`src/rtl/serial_subtractor_24bit.sv`:
```
// Bit-serial unsigned subtractor: one bit per clock, LSB first.
// Define SUB_SATURATE_EN to clamp diff to zero when the final borrow is set.
module serial_subtractor_24bit #(
    parameter int WIDTH = 24
) (
    input  logic             clk,
    input  logic             rst_n,
    input  logic             start,
    input  logic [WIDTH-1:0] a,
    input  logic [WIDTH-1:0] b,
    input  logic             borrow_in,
    output logic             busy,
    output logic             done,
    output logic [WIDTH-1:0] diff,
    output logic             borrow_out
);

    localparam int CW = (WIDTH > 1) ? $clog2(WIDTH) : 1;

    typedef enum logic [1:0] {
        IDLE  = 2'd0,
        SHIFT = 2'd1,
        DONE  = 2'd2
    } state_t;

    state_t state;
    state_t state_nx;

    logic [WIDTH-1:0] a_r;
    logic [WIDTH-1:0] b_r;
    logic [WIDTH-1:0] acc;
    logic [WIDTH-1:0] res_nx;
    logic [CW-1:0]    cnt;
    logic             br;
    logic             a_i;
    logic             b_i;
    logic             d_i;
    logic             br_nx;
    logic             last;

    // Operands stay static; the counter selects the bit being processed.
    always_comb begin
        a_i    = a_r[cnt];
        b_i    = b_r[cnt];
        d_i    = a_i ^ b_i ^ br;
        br_nx  = (~a_i & b_i) | (~(a_i ^ b_i) & br);
        res_nx = {d_i, acc[WIDTH-1:1]};
        last   = (cnt == CW'(WIDTH - 1));
    end

    always_ff @(posedge clk) begin
        if (!rst_n) begin
            state <= IDLE;
        end else begin
            state <= state_nx;
        end
    end

    always_comb begin
        state_nx = state;
        case (state)
            IDLE:    if (start) state_nx = SHIFT;
            SHIFT:   if (last) state_nx = DONE;
            DONE:    state_nx = IDLE;
            default: state_nx = IDLE;
        endcase
    end

    always_comb begin
        busy = (state == SHIFT);
        done = (state == DONE);
    end

    always_ff @(posedge clk) begin
        if (!rst_n) begin
            a_r        <= '0;
            b_r        <= '0;
            acc        <= '0;
            br         <= 1'b0;
            cnt        <= '0;
            diff       <= '0;
            borrow_out <= 1'b0;
        end else begin
            case (state)
                IDLE: begin
                    if (start) begin
                        a_r <= a;
                        b_r <= b;
                        br  <= borrow_in;
                        acc <= '0;
                        cnt <= '0;
                    end
                end
                SHIFT: begin
                    acc <= res_nx;
                    br  <= br_nx;
                    if (last) begin
                        borrow_out <= br_nx;
`ifdef SUB_SATURATE_EN
                        diff <= br_nx ? '0 : res_nx;
`else
                        diff <= res_nx;
`endif
                    end else begin
                        cnt <= cnt + CW'(1);
                    end
                end
                default: ;
            endcase
        end
    end

endmodule

```
`config.mk`:
```
export PLATFORM = sky130hd
export DESIGN_NAME = serial_subtractor_24bit
export DESIGN_NICKNAME = d
export VERILOG_FILES = /design/src/rtl/serial_subtractor_24bit.sv
export SDC_FILE = /design/constraint.sdc
export NUM_CORES = 1
export LEC_CHECK = 0
export BUFFER_PORTS_ARGS = -buffer_cell sky130_fd_sc_hd__buf_2
export CAP_MARGIN = 0
export CORE_MARGIN = 3
export CORE_UTILIZATION = 45
export CTS_CLUSTER_SIZE = 14
export DETAILED_ROUTE_END_ITERATION = 16
export PLACE_DENSITY = 0.66
export SLEW_MARGIN = 20
export SYNTH_ARGS = -nofsm -noshare
export SYNTH_HDL_FRONTEND = slang
export SYNTH_SLANG_ARGS = --single-unit
```
`constraint.sdc`:
```
create_clock -name clk -period 3.2 [get_ports clk]
set_input_delay 0.32 -clock clk [delete_from_list [all_inputs] [get_ports clk]]
set_output_delay 0.32 -clock clk [all_outputs]
set_load 0.01 [all_outputs]
```
==> metrics.sh, run 1 <==
RUN_STATUS='completed'
CTS.ROOT.BUFFER_CELL='sky130_fd_sc_hd__clkbuf_8'
STARTPOINT_TYPE='flop'
SYN_INST=518
TIMING.CRITICAL_PATH.ARRIVAL_NS=2.78
SYN_AREA_PER_CELL_UM2=8.891
SYNTH_TOP_AREA_CELL='sky130_fd_sc_hd__dfxtp_1'
CLOCK_TREE.BUFFER_DEPTH=2
WORST_IR_DROP_VDD_uV=255.2
CTS_HTREE_LEVELS=3
AVERAGE_WIRE_LENGTH_PER_CELL_AFTER_DETAIL_ROUTING_UM=13.21
NETS=627
CLK_TRANSITION_REPORTED_PATHS_NS=0.11
TIMING.SLEW.HEADROOM_PCT=55.94
IO_BUFFER_COUNT=78
GRT_PASS1_VIAS=3388
HOLD_VIOLATIONS=0
YOSYS-TOP-CELLS-AREA='sky130_fd_sc_hd__dfxtp_1, sky130_fd_sc_hd__a21boi_0, sky130_fd_sc_hd__nand2_1, sky130_fd_sc_hd__a21boi_2, sky130_fd_sc_hd__nand3_1'
GRT_MAX_DEGREE=50
CTS_HOLD_REPAIR.BUFFERS=0
REPORT.FINAL.SETUP_VIOL=0
REGTOREGSTARTPOINT='cnt[0]'
YS_FF_LATCH=104
DOMINANTREGCELLSYNTH='sky130_fd_sc_hd__dfxtp_1'
SYNTH-ASYNC-RESET-RATIO_PCT=0
DIODES=0
END_KIND='flop'
SYNTH_EDF_COUNT=0
TIMING.REG2REG.WORST_PATH_DEPTH=8
SYNTH_TOP_AREA_SHARE_PCT=45.21
AREA_DELTA_SYNTH_FINAL_PCT=12.20
DRTITER0DRC=157
WORSTHOLDPATHCELLS=3
CTS_SETUP_BUFFERS=0
WORSTPATHMAXFANOUT=20
PLACEMENT_ROWS=36
DPL.HPWL_UM=6631
YOSYSSEQAREASHARE_PCT=45.21
DETAILED_ROUTER_ITERATION_COUNT_BEFORE_ANTENNA_REPAIR=4
RR_ENDPOINT='acc[23]'
SYNTH.AREA.MUX_SHARE_PCT=5.243
TRITONCTS_NUM_SINKS=104
PLACE.GP.CONGESTION=0.8181
ANTENNA_LEFT=0
INSERTION_DELAY_NS=0.36
TOTALNEGATIVESETUPSLACK_NS=0
COMBINATIONAL_FAMILY_WITH_THE_MOST_AREA_AFTER_SYNTHESIS='simple AND/OR/NAND/NOR gates'
CLOCK-SKEW-FINAL_NS=0.01875
WORST_HOLD_PATH_TYPE='in2reg'
WL_UM=9367
TIGHTESTPINTRANSITION_NS=0.6585
FILLERINSTANCES=968
SYNTH.DISTINCT_CELLS=42
POST_DRT_VIA_CELL_RATIO=5.052
DIEHEIGHT_UM=107.2
SYN_AREA_UM2=4606
CP_DATA_REQUIRED_TIME_NS=3.44
FINAL-MAX-SLEW-VIOLATION-COUNT=0
TRITONCTS='yes'
HOLD_PATH.STARTPOINT='b[15]'
HORIZ_DIE_DIM_UM=107.2
FIN_WORST_HOLD_SLACK_NS=0.1954
GROUTE.USAGE.OVERALL_PCT=16.99
TIMING.FINAL.WS_SETUP_NS=0.6589
POST_CTS_SIZING=0
FINAL_MIN_PERIOD_OVER_CLOCK_PERIOD_PCT=79.41
POSTSYNTHNETCOUNT=572
VIAS=3582
SYNTH_XOR_AREA_SHARE_PCT=0.3803
POST_SYNTH_FA_HA_MAJ_AREA_FRACTION_PCT=0.7063
RSZ0062_AT_GRT='no'
DRIVE_GT1_SHARE_PCT=26.91
FINALCRITICALPERIOD_NS=2.541
POWER_LEAKAGE_nW=1.938
ANTENNA_FOUND_INITIAL=0
FMAX_GHz=0.3935
GRT_OVERFLOW_TOTAL=0
POWER.DENSITY_nW_PER_UM2=458.3
FIRST_PASS_GRT_WIRE_LENGTH_UM=15880
COUNT_OF_PINS_ON_THE_BLOCK_BOUNDARY=79
PLACEABLECOREAREA_UM2=9864
DPL_WORST_SLACK_NS=0.5861
DIE_OUTLINE_AREA_UM2=11480
YS.WARNINGS.COUNT=0
HOLD_END='b_r[15]'
INITIAL_CORE_UTIL_PCT=46.69
CTS_MADE_BUFFERS=9
R2R_SETUP_SLACK_NS=0.66
MAX-CAP-VIOLATIONS=0
DETAIL_ROUTE.DRC_VIOLATIONS=0
TIMING_WORST_SETUP_PATH_TYPE='reg2reg'
YOSYS.AREA_SHARE.SIMPLE_PCT=22.25
POST_SYNTHESIS_COMPOUND_GATE_AREA_FRACTION_PCT=20.59
## where the power goes
part           leakage [nW]  total (mW)  switching, mW  internal, mW
Combinational          1.00       0.224          0.125        0.0994
Sequential            0.846        1.36         0.0266          1.33
Clock                0.0876       0.783          0.428         0.355
## metal layers
layer	GRT usage, %	vias up	part of all wire [%]	wire length [um]
li1	-	1838	-	-
met1	23.25	1670	48	4500
met2	27.12	62	46	4344
met3	3.191	12	4.3	403
met4	5.479	0	1.3	119
met5	0	-	0	0
## final cells by class
| cell class | instances | area, um2 | share of cell area [%] |
|---|---|---|---|
| inverter | 3 | 11.26 | 0.2179 |
| multi-input combinational | 368 | 2267 | 43.87 |
| clock inverter | 5 | 58.81 | 1.138 |
| timing repair buffer | 87 | 457.9 | 8.862 |
| sequential | 104 | 2082 | 40.29 |
| tap | 133 | 166.4 | 3.220 |
| clock buffer | 9 | 123.9 | 2.397 |
## how the worst max path moves through the flow
stage | slack (ns) | from | cells past startpoint | end
floorplan | 1.02 | cnt[0] | 8 | acc[23]
global placement | 0.69 | cnt[0] | 7 | acc[23]
detailed placement | 0.59 | cnt[0] | 8 | acc[23]
CTS | 0.59 | cnt[0] | 8 | acc[23]
global route | 0.45 | cnt[0] | 8 | acc[23]
finish | 0.66 | cnt[0] | 8 | acc[23]
## registers in the layout, indices dropped and copies added, names as in the netlist
name,count
borrow_out,1
acc,23
a_r,24
state,2
br,1
b_r,24
cnt,5
diff,24
## cell usage after synthesis, types with 2 or more instances
| master | number |
|---|---|
| sky130_fd_sc_hd__nand2_1 | 152 |
| sky130_fd_sc_hd__dfxtp_1 | 104 |
| sky130_fd_sc_hd__a21boi_0 | 78 |
| sky130_fd_sc_hd__nand3_1 | 28 |
| sky130_fd_sc_hd__clkbuf_1 | 26 |
| sky130_fd_sc_hd__a21boi_2 | 20 |
| sky130_fd_sc_hd__nand2_2 | 18 |
| sky130_fd_sc_hd__nor2_1 | 10 |
| sky130_fd_sc_hd__buf_2 | 7 |
| sky130_fd_sc_hd__mux4_2 | 6 |
| sky130_fd_sc_hd__buf_6 | 5 |
| sky130_fd_sc_hd__mux2_2 | 5 |
| sky130_fd_sc_hd__mux2i_1 | 5 |
| sky130_fd_sc_hd__o211ai_1 | 5 |
| sky130_fd_sc_hd__o21ai_0 | 5 |
| sky130_fd_sc_hd__nor2b_1 | 4 |
| sky130_fd_sc_hd__a31oi_1 | 3 |
| sky130_fd_sc_hd__and3_1 | 3 |
| sky130_fd_sc_hd__inv_1 | 3 |
| sky130_fd_sc_hd__nand2b_1 | 3 |
| sky130_fd_sc_hd__and2_1 | 2 |
| sky130_fd_sc_hd__buf_12 | 2 |
| sky130_fd_sc_hd__buf_4 | 2 |
| sky130_fd_sc_hd__nand2_4 | 2 |
| sky130_fd_sc_hd__nand4_1 | 2 |
| sky130_fd_sc_hd__xor2_1 | 2 |
## per-stage QoR
step / std cells / util [%] / cell area (um2) / total power [mW]
after floorplan: 518 / - / 4606 / 1.547
after global placement: 695 / 50.53 / 4985 / 1.613
after detailed placement: 695 / 50.53 / 4985 / 1.619
after CTS: 709 / 52.38 / 5167 / 2.386
after global routing: 709 / 52.38 / 5167 / 2.471
final: 709 / 52.38 / 5167 / 2.368
## critical path, cell delays in order (launching register included)
cell	delay, ns
sky130_fd_sc_hd__dfxtp_1	0.49
sky130_fd_sc_hd__buf_4	0.34
sky130_fd_sc_hd__mux2_2	0.36
sky130_fd_sc_hd__o21ai_0	0.23
sky130_fd_sc_hd__nor3b_1	0.10
sky130_fd_sc_hd__nor3_1	0.28
sky130_fd_sc_hd__fa_1	0.48
sky130_fd_sc_hd__nand2_1	0.07
sky130_fd_sc_hd__a21boi_0	0.08
## cells in the final DEF, fill, tap and decap left out, drive strengths merged
cell	instances
a2111oi	1
a211oi	1
a21boi	98
a21oi	1
a2bb2oi	1
a31oi	3
and2	2
and2b	1
and3	3
buf	87
bufinv	1
clkbuf	9
clkinv	1
clkinvlp	2
dfxtp	104
fa	1
ha	1
inv	4
mux2	5
mux2i	5
mux4	6
nand2	172
nand2b	3
nand3	28
nand4	2
nor2	10
nor2b	4
nor3	2
nor3b	1
nor4	1
o211a	1
o211ai	5
o21a	1
o21ai	5
o221ai	1
or3	1
xor2	2
## cell families (layout without fill, tap and decap cells)
| group | after synthesis | after routing |
|---|---|---|
| mux | 16 | 16 |
| flops | 104 | 104 |
| fa+ha+maj | 2 | 2 |
| simple gates | 230 | 230 |
| compound gates | 118 | 118 |
| xor+xnor | 2 | 2 |
| buf+inv | 46 | 104 |
(Power assumes the default switching activity.)
==> inputs of run 2 (changes only) <==
--- a/config.mk
+++ b/config.mk
@@ -11,7 +11,7 @@
 export CORE_UTILIZATION = 45
 export CTS_CLUSTER_SIZE = 14
 export DETAILED_ROUTE_END_ITERATION = 16
-export PLACE_DENSITY = 0.66
+export PLACE_DENSITY = 0.69
 export SLEW_MARGIN = 20
 export SYNTH_ARGS = -nofsm -noshare
 export SYNTH_HDL_FRONTEND = slang
==> constraint.sdc (replaced) <==
create_clock -name clk -period 2.2 [get_ports clk]
set_input_delay 0.22 -clock clk [delete_from_list [all_inputs] [get_ports clk]]
set_output_delay 0.22 -clock clk [all_outputs]
set_load 0.01 [all_outputs]
==> metrics.sh, run 2 (synthesis gave the netlist of run 1 again) <==
RUN_STATUS='complete, but fails checks'
CRITICAL_PATH.SLOWEST_CELL='sky130_fd_sc_hd__mux4_2'
FINAL_UTIL_PCT=54.52
WORST_IR_DROP_VDD_uV=272.5
FINAL_MIN_PERIOD_OVER_CLOCK_PERIOD_PCT=100.6
CP_DATA_REQUIRED_TIME_NS=2.46
SWITCHING_SHARE_PCT=25.21
P_SWITCHING_mW=0.9063
CLK_TRANSITION_REPORTED_PATHS_NS=0.11
REPORT.FINAL.SETUP_VIOL=1
CTS_HOLD_REPAIR.BUFFERS=0
FINAL-MAX-SLEW-VIOLATION-COUNT=0
DPL.HPWL_UM=6733
AREA_DELTA_SYNTH_FINAL_PCT=16.76
RSZ0062_AT_GRT='yes'
HORIZ_DIE_DIM_UM=107.2
GRT_OVERFLOW_TOTAL=0
DRTITER0DRC=140
LAYOUT_COMMON_CELLS='sky130_fd_sc_hd__nand2_1, sky130_fd_sc_hd__dfxtp_1, sky130_fd_sc_hd__buf_2, sky130_fd_sc_hd__a21boi_0, sky130_fd_sc_hd__nand3_1'
WORST_HOLD_PATH_TYPE='in2reg'
FINALCRITICALPERIOD_NS=2.212
CTS.ROOT.BUFFER_CELL='sky130_fd_sc_hd__clkbuf_8'
DRIVE_GT1_SHARE_PCT=30.24
PLACEMENT_ROWS=36
GRT_MAX_DEGREE=50
CRITICAL_PATH.CELL_CHAIN='mux4_2 -> o211ai_1 -> o211ai_1 -> nor3_2 -> fa_2 -> nand2_1 -> a21boi_1'
PLACED_CELLS=708
POWER.DENSITY_nW_PER_UM2=668.6
VIOLATIONS='setup timing'
PLACE.GP.CONGESTION=0.8367
VIAS=3609
POWER_LEAKAGE_nW=2.045
FMAX_GHz=0.4521
STARTPOINT_TYPE='flop'
COUNT_OF_PINS_ON_THE_BLOCK_BOUNDARY=79
END_KIND='flop'
LAYOUT.CELLS.NON_FILLER=725
WORSTPATHMAXFANOUT=4
IO_BUFFER_COUNT=78
TIMING.FINAL.WS_SETUP_NS=-0.01211
FIN_WORST_HOLD_SLACK_NS=0.08431
NETS=641
TIMING.CRITICAL_PATH.MODE_CELL='sky130_fd_sc_hd__o211ai_1'
AVERAGE_WIRE_LENGTH_PER_CELL_AFTER_DETAIL_ROUTING_UM=13.30
DETAIL_ROUTE.DRC_VIOLATIONS=0
TOP_REGS='a_r (24), b_r (24), diff (24)'
DIODES=0
CTS_HTREE_LEVELS=3
MAX-CAP-VIOLATIONS=0
P_SEQ_SHARE_PCT=55.1
CLOCK_TREE.BUFFER_DEPTH=2
TIGHTESTPINTRANSITION_NS=0.6635
GROUTE.USAGE.OVERALL_PCT=17.15
TRITONCTS_NUM_SINKS=104
CTS_MADE_BUFFERS=9
COMB_POWER_SHARE_PCT=10.3
TRITONCTS='yes'
GRT_PASS1_VIAS=3458
HOLD_VIOLATIONS=0
PLACEABLECOREAREA_UM2=9864
FIRST_PASS_GRT_WIRE_LENGTH_UM=15920
FILLERINSTANCES=910
TIMING_WORST_SETUP_PATH_TYPE='reg2reg'
DPL_WORST_SLACK_NS=-0.1456
LAYOUT.CELLS.MOST_COMMON='sky130_fd_sc_hd__nand2_1'
INSERTION_DELAY_NS=0.37
POWER_REPORT.INTERNAL_TOTAL_mW=2.689
INITIAL_CORE_UTIL_PCT=46.69
DETAILED_ROUTER_ITERATION_COUNT_BEFORE_ANTENNA_REPAIR=4
ANTENNA_FOUND_INITIAL=0
SHARE_CLK_OF_TOTAL_POWER_PCT=34.6
CLOCK-SKEW-FINAL_NS=0.01652
TIMING.CRITICAL_PATH.ARRIVAL_NS=2.47
DIE_OUTLINE_AREA_UM2=11480
DIEHEIGHT_UM=107.2
CRITPATHMAXSTAGEDELAY_NS=0.52
TIMING.SLEW.HEADROOM_PCT=55.77
POST_DRT_VIA_CELL_RATIO=4.978
ANTENNA_LEFT=0
WL_UM=9641
[run 2: cell count changes in the layout (fill, tap and decap cells not counted), moves of 2 or more]
cell	change
sky130_fd_sc_hd__buf_4	+10
sky130_fd_sc_hd__buf_12	+3
sky130_fd_sc_hd__a21boi_0	-2
sky130_fd_sc_hd__a21boi_1	+2
sky130_fd_sc_hd__dfxtp_1	-2
sky130_fd_sc_hd__inv_6	+2
sky130_fd_sc_hd__o21ai_0	-2
sky130_fd_sc_hd__o21ai_1	+2
[run 2: repair_timing]
item / CTS / global route
endpoints found under the hold margin: 0 / 0
gates resized for setup: 6 / 10
buffers inserted: 0 / 2
endpoints found under the setup margin: 4 / 4
pin swaps: 5 / 3
[run 2: cell type report]
cell class,instances,area [um2],share of cell area [%]
Timing Repair Buffer,101,608.1,11.31
Sequential cell,104,2087,38.81
Inverter,3,11.26,0.2094
Clock buffer,10,137.6,2.559
Clock inverter,6,72.57,1.349
Multi-Input combinational cell,368,2295,42.67
Tap cell,133,166.4,3.094
[run 2: power groups by stage]
stage | sequential (mW) | combinational [mW] | clock [mW]
3_5_place_dp | 2.03 | 0.355 | 0
3_3_place_gp | 2.03 | 0.346 | 0
5_1_grt | 1.99 | 0.414 | 1.35
2_1_floorplan | 2.01 | 0.245 | 0
6_report | 1.98 | 0.369 | 1.24
4_1_cts | 1.98 | 0.358 | 1.28
[run 2: per-layer routing]
layer  vias to the layer above  global-route usage [%]  wire (um)
li1                       1865                       -          -
met5                         -                       0          0
met4                         0                   7.306        219
met1                      1648                   22.10       4435
met3                        21                   2.950        363
met2                        75                   28.28       4623
[run 2: worst max-delay path, delay by kind of cell, from the launching register on]
| kind | cells | cell delay, ns |
|---|---|---|
| flip-flops | 1 | 0.40 |
| AO/OA/AOI/OAI | 3 | 0.40 |
| adder cells (fa/ha/maj) | 1 | 0.51 |
| AND/OR/NAND/NOR | 2 | 0.29 |
| multiplexers | 1 | 0.52 |
[run 2: path summary, 6_finish.rpt]
check | start | end | slack (ns) | cells past startpoint
worst max-delay path | cnt[0] | acc[23] | -0.01 | 7
worst min register to register | diff[9] | diff[9] | 0.46 | 2
worst min-delay path | a[15] | a_r[15] | 0.08 | 3
worst max register to register | cnt[0] | acc[23] | -0.01 | 7
[run 2: stage by stage]
stage / cell area, um2 / power, mW / setup TNS [ns]
floorplan: 4606 / 2.251 / 0
global placement: 5120 / 2.371 / -0.3214
CTS: 5335 / 3.618 / -0.01647
detailed placement: 5120 / 2.381 / -0.4308
finish: 5378 / 3.595 / -0.01211
global route: 5378 / 3.757 / -0.2226
==> inputs of run 3 (changes only) <==
--- a/config.mk
+++ b/config.mk
@@ -7,6 +7,7 @@
 export LEC_CHECK = 0
 export BUFFER_PORTS_ARGS = -buffer_cell sky130_fd_sc_hd__buf_2
 export CAP_MARGIN = 0
+export CORE_ASPECT_RATIO = 0.6
 export CORE_MARGIN = 3
 export CORE_UTILIZATION = 45
 export CTS_CLUSTER_SIZE = 14
==> metrics.sh, run 3 (synthesis gave the netlist of run 1 again) <==
INITIAL_CORE_UTIL_PCT=48.17
CRITPATHMAXSTAGEDELAY_NS=0.54
TRITONCTS_NUM_SINKS=104
GRT.MET3_USAGE_PCT=5.868
DPL_WORST_SLACK_NS=-0.1559
END_KIND='flop'
GRT_OVERFLOW_TOTAL=0
TIMING.CRITICAL_PATH.MODE_CELL='sky130_fd_sc_hd__o211ai_1'
REPORT.FINAL.SETUP_VIOL=0
POSTLAYOUTCELLAREA_UM2=5439
FIRST_PASS_GRT_WIRE_LENGTH_UM=16930
REGTOREGSTARTPOINT='cnt[0]'
CTS.ROOT.BUFFER_CELL='sky130_fd_sc_hd__clkbuf_16'
TIMING.CRITICAL_PATH.DEPTH=7
TIMING_WORST_SETUP_PATH_TYPE='reg2reg'
COUNT_OF_PINS_ON_THE_BLOCK_BOUNDARY=79
WORST_HOLD_PATH_TYPE='in2reg'
HOLD_VIOLATIONS=0
R2R_SETUP_SLACK_NS=0.04
DIEHEIGHT_UM=84.37
DPL.HPWL_UM=7165
FMAX_GHz=0.4622
IO_BUFFER_COUNT=78
GLOBAL_ROUTE.USAGE.MET1_PCT=28.53
WORSTPATHMAXFANOUT=4
LAYOUT.CELLS.MOST_COMMON='sky130_fd_sc_hd__nand2_1'
CTS_SETUP_BUFFERS=0
GROUTE.USAGE.OVERALL_PCT=18.35
RUN_STATUS='completed'
DETAILED_ROUTER_ITERATION_COUNT_BEFORE_ANTENNA_REPAIR=5
CLOCK-SKEW-FINAL_NS=0.008466
POST_DRT_VIA_CELL_RATIO=5.121
FINALPOWER_mW=3.975
CLK_TRANSITION_REPORTED_PATHS_NS=0.07
CRITICAL_PATH.SLOWEST_CELL='sky130_fd_sc_hd__mux4_2'
PLACE.GP.CONGESTION=0.8847
DPL-INSTANCE-AREA_UM2=5086
FINALCRITICALPERIOD_NS=2.164
DRIVE_GT1_SHARE_PCT=29.98
AVERAGE_WIRE_LENGTH_PER_CELL_AFTER_DETAIL_ROUTING_UM=14.24
CTS_MADE_BUFFERS=9
ENDPOINT='diff[23]'
WORST-PATH-BUF-INV=0
NETS=636
RR_ENDPOINT='diff[23]'
STARTPOINT_TYPE='flop'
HORIZ_DIE_DIM_UM=136.6
POWER.DENSITY_nW_PER_UM2=730.9
WORST_SETUP_PATH_STARTPOINT='cnt[0]'
TIMING.FINAL.WS_SETUP_NS=0.03643
PLACEMENT_ROWS=27
CP_DATA_REQUIRED_TIME_NS=2.44
RSZ0062_AT_GRT='yes'
MAX-CAP-VIOLATIONS=0
CTS_HOLD_REPAIR.BUFFERS=0
FILLERINSTANCES=856
WORST_IR_DROP_VDD_uV=376.0
TOP_REGS='a_r (24), b_r (24), diff (24)'
FINAL-MAX-SLEW-VIOLATION-COUNT=0
CRITICAL_PATH.CELL_CHAIN='mux4_2 -> o211ai_1 -> o211ai_1 -> nor3_2 -> fa_2 -> nand2_1 -> a21boi_2'
GRT.BUSIEST_LAYER='met1'
ANTENNA_LEFT=0
VIAS=3672
ANTENNA_FOUND_INITIAL=0
DIE_OUTLINE_AREA_UM2=11520
TIMING.SLEW.HEADROOM_PCT=67.02
CLOCK_TREE.BUFFER_DEPTH=2
POWER_LEAKAGE_nW=2.062
TIMING.CRITICAL_PATH.ARRIVAL_NS=2.40
TIMING.CRITICAL_PATH.MAX_DELAY_FAMILY='multiplexers'
GRT.MET2_USAGE_PCT=24.31
INSERTION_DELAY_NS=0.35
LAYOUT.CELLS.NON_FILLER=717
TRITONCTS='yes'
FINAL_MIN_PERIOD_OVER_CLOCK_PERIOD_PCT=98.34
AREA_DELTA_SYNTH_FINAL_PCT=18.09
TIGHTESTPINTRANSITION_NS=0.4929
LAYOUT_COMMON_CELLS='sky130_fd_sc_hd__nand2_1, sky130_fd_sc_hd__dfxtp_1, sky130_fd_sc_hd__buf_2, sky130_fd_sc_hd__a21boi_0, sky130_fd_sc_hd__nand3_1'
DETAIL_ROUTE.DRC_VIOLATIONS=0
CTS_HTREE_LEVELS=3
DRTITER0DRC=237
PLACED_CELLS=701
WL_UM=10210
DIODES=0
TIMING.REG2REG.WORST_PATH_DEPTH=7
PLACEABLECOREAREA_UM2=9560
GRT_PASS1_VIAS=3407
GRT_MAX_DEGREE=50
## run 3: changes by cell type in the layout (fill, tap and decap cells not counted), moves of 2 or more
cell / delta
sky130_fd_sc_hd__buf_4: -6
sky130_fd_sc_hd__buf_6: +2
sky130_fd_sc_hd__clkbuf_16: +9
sky130_fd_sc_hd__clkbuf_8: -9
sky130_fd_sc_hd__inv_6: -2
## run 3: cell type report
cell class / instances / area, um2 / share of cell area (%)
multi-input cells: 368 / 2297 / 42.24
repair buffers: 96 / 570.5 / 10.49
inverters: 3 / 11.26 / 0.2070
flip-flops and latches: 104 / 2091 / 38.44
well taps: 130 / 162.7 / 2.991
clock buffers: 10 / 239.0 / 4.394
clock inverters: 6 / 67.56 / 1.242
## run 3: how the worst min path moves through the flow
stage | from | endpoint | slack [ns] | cells after the start
after global routing | b[8] | b_r[8] | 0.11 | 3
final | b[0] | b_r[0] | 0.11 | 3
after detailed placement | diff[4] | diff[4] | 0.45 | 2
after global placement | diff[21] | diff[21] | 0.45 | 2
after floorplan | a[23] | a_r[23] | 0.36 | 2
after CTS | b[0] | b_r[0] | 0.10 | 3
## run 3: metal layers
metal / vias up / routed length, um
li1: 1863 / -
met2: 108 / 4016
met3: 8 / 770
met1: 1693 / 5342
met5: - / 0
met4: 0 / 79
## run 3: worst min-delay path, stage by stage
cell and delay (ns):
sky130_fd_sc_hd__buf_2 0.09, sky130_fd_sc_hd__nand2_1 0.04, sky130_fd_sc_hd__a21boi_0 0.06
## run 3: power by group
| group | leakage, nW | internal [mW] | switching, mW |
|---|---|---|---|
| combinational | 1.07 | 0.169 | 0.196 |
| sequential | 0.848 | 1.94 | 0.0439 |
| clock | 0.145 | 0.917 | 0.708 |
## run 3: stage by stage
stage                     hold slack, ns  util (%)  setup TNS [ns]
after floorplan                   0.3649         -               0
after global placement            0.4469     53.20         -0.2338
after detailed placement          0.4500     53.20         -0.3935
after CTS                         0.1039     56.67               0
after global routing              0.1150     56.89         -0.1539
final                             0.1142     56.89               0
## run 3: repair_timing
| action | 4_1_cts | 5_1_grt |
|---|---|---|
| pin swaps | 2 | 4 |
| setup endpoints to repair | 4 | 3 |
| gates resized for setup | 7 | 12 |
